File: config.mk
export PLATFORM = sky130hd
export DESIGN_NAME = uart_transmitter
export DESIGN_NICKNAME = d
export VERILOG_FILES = /design/src/rtl/uart_pkg.sv /design/src/rtl/uart_baud_timer.sv /design/src/rtl/uart_transmitter.sv
export SDC_FILE = /design/constraint.sdc
export NUM_CORES = 1
export LEC_CHECK = 0
export CAP_MARGIN = 10
export CORE_UTILIZATION = 45
export CTS_CLUSTER_DIAMETER = 100
export DETAILED_ROUTE_END_ITERATION = 10
export GPL_TIMING_DRIVEN = 0
export PLACE_DENSITY = 0.65
export SLEW_MARGIN = 25
export SYNTH_ARGS = -nofsm -noshare
export SYNTH_HDL_FRONTEND = slang
export SYNTH_SLANG_ARGS = --single-unit
File: constraint.sdc
create_clock -name clk -period 2.27 [get_ports clk]
set_input_delay 0.454 -clock clk [delete_from_list [all_inputs] [get_ports clk]]
set_output_delay 0.454 -clock clk [all_outputs]
set_load 0.005 [all_outputs]
File: src/rtl/uart_pkg.sv
// uart_pkg: shared UART state encodings and baud-timer sizing helpers (UART_TX_PARITY_EN adds PARITY)
package uart_pkg;
`ifdef UART_TX_PARITY_EN
  localparam int STATE_W = 3;
  typedef enum logic [STATE_W-1:0] {
    IDLE   = 3'd0,
    START  = 3'd1,
    DATA   = 3'd2,
    STOP   = 3'd3,
    PARITY = 3'd4
  } state_t;
`else
  localparam int STATE_W = 2;
  typedef enum logic [STATE_W-1:0] {
    IDLE  = 2'd0,
    START = 2'd1,
    DATA  = 2'd2,
    STOP  = 2'd3
  } state_t;
`endif
  function automatic int timer_limit(input int clk_freq, input int baud_rate);
    return clk_freq / baud_rate;
  endfunction
  function automatic int timer_reg_length(input int limit);
    return limit > 1 ? $clog2(limit) : 1;
  endfunction
endpackage

File: src/rtl/uart_baud_timer.sv
// uart_baud_timer: bit-period counter, tick marks the last cycle of each bit
// Ports: clk, rst (async active-low), clear (hold at 0), tick (timer == TIMER_LIMIT-1)
module uart_baud_timer
  import uart_pkg::*;
#(
  parameter int TIMER_LIMIT = 868
) (
  input  logic clk,
  input  logic rst,
  input  logic clear,
  output logic tick
);
  localparam int W = timer_reg_length(TIMER_LIMIT);
  localparam logic [W-1:0] LAST = W'(TIMER_LIMIT - 1);
  logic [W-1:0] timer;
  assign tick = timer == LAST;
  always_ff @(posedge clk or negedge rst)
    if (!rst) timer <= '0;
    else timer <= (clear || tick) ? '0 : timer + W'(1);
endmodule

File: src/rtl/uart_transmitter.sv
// uart_transmitter: valid/ready byte in, 8N1 UART frame out, LSB first
// Ports: clk; rst async active-low; data[7:0]/valid in; ready out (IDLE only);
//        tx serial line (idle high); busy (frame in progress). All outputs registered.
// Build option: UART_TX_PARITY_EN inserts an even-parity bit between data and stop.
module uart_transmitter
  import uart_pkg::*;
#(
  parameter int CLK_FREQ  = 100_000_000,
  parameter int BAUD_RATE = 115_200
) (
  input  logic       clk,
  input  logic       rst,
  input  logic [7:0] data,
  input  logic       valid,
  output logic       ready,
  output logic       tx,
  output logic       busy
);
  localparam int TIMER_LIMIT = timer_limit(CLK_FREQ, BAUD_RATE);
  state_t state;
  logic [7:0] shift;
  logic [2:0] bit_counter;
  logic tick;
  logic last_bit;
  uart_baud_timer #(.TIMER_LIMIT(TIMER_LIMIT)) u_timer (
    .clk(clk),
    .rst(rst),
    .clear(state == IDLE),
    .tick(tick)
  );
`ifdef UART_TX_PARITY_EN
  localparam state_t AFTER_DATA = PARITY;
  logic parity;
  always_ff @(posedge clk or negedge rst)
    if (!rst) parity <= 1'b0;
    else if (valid && ready) parity <= ^data;
  assign last_bit = parity;
`else
  localparam state_t AFTER_DATA = STOP;
  assign last_bit = 1'b1;
`endif
  // tx is loaded one edge ahead of each bit so the pin comes straight from a flop
  always_ff @(posedge clk or negedge rst)
    if (!rst) begin
      state       <= IDLE;
      tx          <= 1'b1;
      ready       <= 1'b1;
      busy        <= 1'b0;
      bit_counter <= 3'd0;
      shift       <= 8'd0;
    end else begin
      case (state)
        IDLE: if (valid && ready) begin
          shift <= data;
          tx    <= 1'b0;
          ready <= 1'b0;
          busy  <= 1'b1;
          state <= START;
        end
        START: if (tick) begin
          tx          <= shift[0];
          bit_counter <= 3'd0;
          state       <= DATA;
        end
        DATA: if (tick) begin
          shift       <= shift >> 1;
          bit_counter <= bit_counter + 3'd1;
          tx          <= bit_counter == 3'd7 ? last_bit : shift[1];
          state       <= bit_counter == 3'd7 ? AFTER_DATA : DATA;
        end
`ifdef UART_TX_PARITY_EN
        PARITY: if (tick) begin
          tx    <= 1'b1;
          state <= STOP;
        end
`endif
        STOP: if (tick) begin
          ready <= 1'b1;
          busy  <= 1'b0;
          state <= IDLE;
        end
        default: state <= IDLE;
      endcase
    end
endmodule

After elaboration in Yosys (flattened, before gate mapping)

Index checks and enable logic that the tools add are counted.

Add/sub/neg operators: 2
Multiplexer cells: 23
Equal/unequal tests: 9
Reduce and logical (&&, ||, !) cells: 12

Operator list:

| kind                    | number |
|---|---|
| $mux W8                 | 2 |
| $pmux W8 S2             | 1 |
| $add A10 B1 Y10 const B | 1 |
| $eq A10 B10 Y1 const B  | 1 |
| $mux W10                | 1 |
| $reduce_and A3 Y1       | 3 |
| $mux W1                 | 8 |
| $mux W2                 | 4 |
| $pmux W2 S4             | 1 |
| $reduce_and A4 Y1       | 2 |
| $mux W3                 | 2 |
| $ne A2 B1 Y1 const B    | 3 |
| $pmux W3 S2             | 1 |
| $reduce_bool A2 Y1      | 3 |
| $eq A2 B2 Y1 const B    | 2 |
| $pmux W1 S2             | 2 |
| $add A3 B1 Y3 const B   | 1 |
| $eq A3 B3 Y1 const B    | 1 |
| $pmux W1 S3             | 1 |
| $reduce_bool A3 Y1      | 1 |
| $eq A2 B1 Y1 const B    | 1 |
| $logic_not A2 Y1        | 1 |
| $ne A2 B2 Y1 const B    | 1 |
| $logic_and A1 B1 Y1     | 1 |
| $logic_or A1 B1 Y1      | 1 |

Bits in registers: 26
Word-level logic and storage cells: 53
Output and inout port bits: 3

Logic depth before layout (Yosys ltp)

Depth after elaboration: 4
Gate-level depth with buffers: 7
Depth with buffers taken out: 6

Modules after synthesis

From an unflattened synthesis, not the netlist that was laid out.

Cell total of the unflattened synthesis: 125
Area total of the unflattened synthesis: 1391.3 um2

Modules (own cells, without submodules):

| module           | times used | area each (um2) | cells each | seq. area each (um2) |
|---|---|---|---|---|
| uart_transmitter | 1          | 877.1           | 73         | 402.9 |
| uart_baud_timer  | 1          | 514.2           | 52         | 250.2 |

Worst setup path after synthesis

Ideal clock, no wire load.

Path type: reg-to-reg
From: register u_timer.timer[3]
To: register shift[0]
Clock period less this slack: 1.984 ns
Arrival time: 1.860 ns
Setup slack: 0.286 ns
Stages on the path, launching flop included: 5
Cells stage by stage: dfrtp_1 -> or4b_4 -> nor4_4 -> a31oi_4 -> mux2_2

Longest elaborated chain between the ends: 3

Ends and longest elaborated chain:

| element                     | RTL line               | RTL |
|---|---|---|
| from (decl)                 | uart_baud_timer.sv:15  | `logic [W-1:0] timer;` |
| from (signal assigned)      | uart_baud_timer.sv:19  | `else timer <= (clear \|\| tick) ? '0 : timer + W'(1);` |
| $eq A10 B10 Y1              | uart_baud_timer.sv:16  | `assign tick = timer == LAST;` |
| $ne A2 B1 Y1 (no line)      | n/a                    |  |
| $reduce_and A3 Y1 (no line) | n/a                    |  |
| to (signal assigned)        | uart_transmitter.sv:54 | `shift <= data;` |
| to (signal assigned)        | uart_transmitter.sv:66 | `shift <= shift >> 1;` |
| to (decl)                   | uart_transmitter.sv:21 | `logic [7:0] shift;` |

No other way between the ends.
A chain may end at the register's enable or synchronous reset.

Worst setup path after layout

From: register state[0]
To: register shift[2]

Longest elaborated chain between the ends: 3
Elaborated cells on any way between the ends: 7
Those cells by class: eq/ne: 3; mux: 1; reduce/logical: 3

Ends and longest elaborated chain:

| element                                          | RTL line               | RTL |
|---|---|---|
| from (decl)                                      | uart_transmitter.sv:20 | `state_t state;` |
| from (signal assigned)                           | uart_transmitter.sv:69 | `state <= bit_counter == 3'd7 ? AFTER_DATA : DATA;` |
| $eq A2 B2 Y1 or $logic_not A2 Y1 (tied branches) | uart_transmitter.sv:52 | `case (state)` |
| $ne A2 B1 Y1 (no line) (tied with other cells)   | n/a                    |  |
| $reduce_and A3 Y1 (no line)                      | n/a                    |  |

Several ways; a longest one is shown, not always the timed one.

==> metrics.yaml <==
critical_path:
  cpMostUsedCell: "sky130_fd_sc_hd__mux2_2"
  cp_data_required_time_ns: 2.48
  cp_data_arrival_time_ns: 2.30
  critPathMaxFanout: 10
  worst-setup-path-type: "reg2reg"
  kind_of_start_point_of_the_critical_path: "flop"
  critical_path.endpoint_type: "flop"
  worst_reg2reg_startpoint: "state[0]"
  worstSetupStartpoint: "state[0]"
  cp_slowest_cell: "sky130_fd_sc_hd__dfrtp_1"
  ordered_list_of_cells_on_the_worst_path: "inv_1, ha_1, buf_2, clkbuf_1, mux2_2, mux2_2"
  critPathMaxStageDelay_ns: 0.44
  reg2reg_setup_slack_ns: 0.18
sta:
  rsz0062_at_grt: "false"
  skew_ns: 0.006368
  max-slew-margin-rel_pct: 61.58
  final.period_utilization_pct: 91.91
  tightestPinTransition_ns: 0.5762
  total_count_of_hold_check_failures_in_the_final_report: 0
  post-route-worst-setup-slack_ns: 0.1837
  timing_max_transition_violations_final: 0
  report.final.setup_viol: 0
  layout_min_cycle_time_ns: 2.086
  post_route_setup_tns_ns: 0
  clock.fmax_mhz: 479.3
logic_synthesis:
  yosysTopAreaCellShare_pct: 43.24
  synth_nets: 143
  synth_most_common_cell: "sky130_fd_sc_hd__dfrtp_1"
  seq_area_frac_synth_pct: 47.03
  yosys.cell_types.count: 31
  synth.ff_latch_count: 26
  syn_inst: 123
  synth.largest_area_cell: "sky130_fd_sc_hd__dfrtp_1"
  synth_area_per_cell_sq_um: 11.29
  synth_top_flop_cell: "sky130_fd_sc_hd__dfrtp_1"
  async_reset_ff_share_pct: 100.0
  synthTopCellsByArea: "sky130_fd_sc_hd__dfrtp_1, sky130_fd_sc_hd__mux2_2, sky130_fd_sc_hd__ha_1"
  synthesis.yosys.warnings: 0
  yosys-top-cells-count: "sky130_fd_sc_hd__dfrtp_1, sky130_fd_sc_hd__mux2_2, sky130_fd_sc_hd__nor2_1, sky130_fd_sc_hd__ha_1, sky130_fd_sc_hd__inv_1"
  netlist_area_sq_um: 1389
  synth_enable_flop_cells: 0
floorplanning:
  rows: 19
  floorplan.die.height_microns: 57.56
  die_width_microns: 57.56
  pin_count: 14
  initial_utilization_pct: 49.09
  die-area_sq_um: 3313
  floorplan.core_area_sq_um: 2829
global_route:
  grt_use_met3_pct: 2.041
  number_of_antenna_violations_at_the_first_check_in_global_routing: 0
  grt_first_pass_wirelength_microns: 4036
  grt-busiest-layer: "met2"
  first_global_vias: 933
  aggregate_global_routing_overflow: 0
  grt_util_met1_pct: 22.16
  globalRouteMet2Util_pct: 25.42
  global_routing_usage_summed_across_all_routing_layers_pct: 15.97
  grt_max_degree: 27
clock_network:
  clock_sink_count: 26
  cts.htree.levels: 1
  clock_tree_from_tritoncts: "done"
  clk-insertion-delay-late_ns: 0.31
  clk_buf_depth: 2
  worst_setup_hold_path_clk_slew_ns: 0.14
  ctsRootBufferMaster: "sky130_fd_sc_hd__clkbuf_4"
  cts_buffers: 3
route:
  postRouteWirelength_microns: 2198
  vias_after_detailed_routing: 907
  drt_first_pass_iters: 7
  vias_per_cell: 5.243
  routedWlPerCell_microns: 12.71
  detail-route-antenna-nets: 0
  drc_errors: 1
  detail_route.iter0.violations: 31
place:
  dp_slack_ns: 0.05213
  post-dp-hpwl_microns: 1614
  place_inst: 167
  portBuffers: 13
  place.gp.congestion: 0.8043
  dpl_cell_area_sq_um: 1553
pwr:
  pwr-share-clk_pct: 31.4
  power_report.internal_total_uw: 580.2
  power.leakage_nw: 0.7483
  p_sw_uw: 141.4
  netSwitchingFraction_pct: 19.60
  vdd_ir_drop_max_uv: 380.2
  power-per-cell-area_nw_per_um2: 449.9
  pwr-share-comb_pct: 4.4
  power_frac_seq_pct: 64.2
finish:
  fin_nets: 163
  final-instance-count-excl-fill: 173
  synthToLayoutAreaGrowth_pct: 15.50
  postLayoutCellArea_sq_um: 1604
  n_diodes: 0
  fraction_of_final_layout_cells_with_drive_strength_greater_than_1_pct: 24.65
min_path:
  worst_hold_path_type: "in2async"
outcome:
  status: "finished with violations"
  violations_in_the_final_reports: "DRC"
run:
  max_cap_violations: 0
[through the flow]
stage	util, %	hold slack [ns]	power (mW)
after detailed placement	54.89	0.4793	0.5043
after floorplan	-	0.1584	0.4783
after global placement	55.06	0.4720	0.5049
after CTS	56.17	0.1203	0.7361
after global routing	56.70	0.1479	0.7547
final	56.70	0.1170	0.7216
[logic make-up (layout without fill, tap and decap cells)]
logic type	Yosys count	after routing	synth area share, %
simple gates	35	35	13.15
fa+ha+maj	9	9	8.108
compound gates	15	15	8.649
mux	18	18	14.50
buf+inv	12	31	3.513
flops	26	26	47.03
xor+xnor	8	8	5.045
[registers in the layout, summed over array words and instances, names as in the netlist]
register	cells
bit_counter	3
busy	1
ready	1
shift	8
state	2
tx	1
u_timer.timer	10
[layout by cell type, fill, tap and decap left out]
cell type,n
sky130_fd_sc_hd__dfrtp_1,24
sky130_fd_sc_hd__mux2_2,17
sky130_fd_sc_hd__nor2_1,15
sky130_fd_sc_hd__clkdlybuf4s50_1,12
sky130_fd_sc_hd__ha_1,9
sky130_fd_sc_hd__inv_1,8
sky130_fd_sc_hd__nand2_1,7
sky130_fd_sc_hd__xnor2_1,6
sky130_fd_sc_hd__nand3_1,5
sky130_fd_sc_hd__a21oi_1,4
sky130_fd_sc_hd__buf_2,3
sky130_fd_sc_hd__clkbuf_4,3
sky130_fd_sc_hd__xor2_1,2
sky130_fd_sc_hd__o21ai_0,2
sky130_fd_sc_hd__a21o_1,2
sky130_fd_sc_hd__a32o_1,2
sky130_fd_sc_hd__dfstp_2,2
sky130_fd_sc_hd__buf_4,2
sky130_fd_sc_hd__clkbuf_2,1
sky130_fd_sc_hd__or4b_4,1
sky130_fd_sc_hd__nor4_4,1
sky130_fd_sc_hd__or2_2,1
sky130_fd_sc_hd__nand4_1,1
sky130_fd_sc_hd__nor3_1,1
sky130_fd_sc_hd__nor4_1,1
sky130_fd_sc_hd__clkbuf_1,1
sky130_fd_sc_hd__a21bo_2,1
sky130_fd_sc_hd__a31oi_4,1
sky130_fd_sc_hd__a21boi_0,1
sky130_fd_sc_hd__o211ai_1,1
sky130_fd_sc_hd__a2bb2oi_1,1
sky130_fd_sc_hd__nor2b_1,1
sky130_fd_sc_hd__and3b_2,1
sky130_fd_sc_hd__mux2i_1,1
sky130_fd_sc_hd__clkbuf_8,1
[power by group through the flow]
stage	Combinational, mW	Sequential (mW)	Clock, mW
6_report	0.0315	0.463	0.227
3_3_place_gp	0.0328	0.472	0
3_5_place_dp	0.0323	0.472	0
2_1_floorplan	0.00615	0.472	0
4_1_cts	0.0326	0.463	0.240
5_1_grt	0.0357	0.464	0.255
[worst max-delay path: cells and delay by family, from the launching register on]
kind / cells / cell delay, ns
buffers and inverters: 3 / 0.76
DFF: 1 / 0.44
adders and majority gates: 1 / 0.15
muxes: 2 / 0.64
[worst paths after layout]
| path | cells after the start | endpoint |
|---|---|---|
| max | 6 | shift[2] |
| min | 1 | bit_counter[2] |
| max reg2reg | 6 | shift[2] |
| min reg2reg | 1 | u_timer.timer[0] |
| max in group asynchronous | 1 | bit_counter[0] |
| min in group clk | 1 | u_timer.timer[0] |
[final cells by class]
cell class / instances / area [sq um]
fill: 263 / 1225
multi-input combinational: 85 / 686.9
sequential: 26 / 653.1
timing repair buffer: 15 / 140.1
tap: 31 / 38.79
clock buffer: 4 / 36.28
inverter: 8 / 30.03
buffer: 4 / 18.77
[layer usage]
metal / wire length (microns) / part of all wire, %
met1: 1094 / 50
met4: 18 / 0.82
met2: 1008 / 46
met5: 0 / 0
met3: 75 / 3.4
[timing repair]
action / 4_1_cts / 5_1_grt
hold buffers: 0 / 0
endpoints found under the setup margin: 3 / 10
buffers inserted: 0 / 2
pin swaps: 1 / 1
cloned: 0 / 0
resized for setup: 0 / 0
Note: power is estimated with default switching activity, not from simulation.
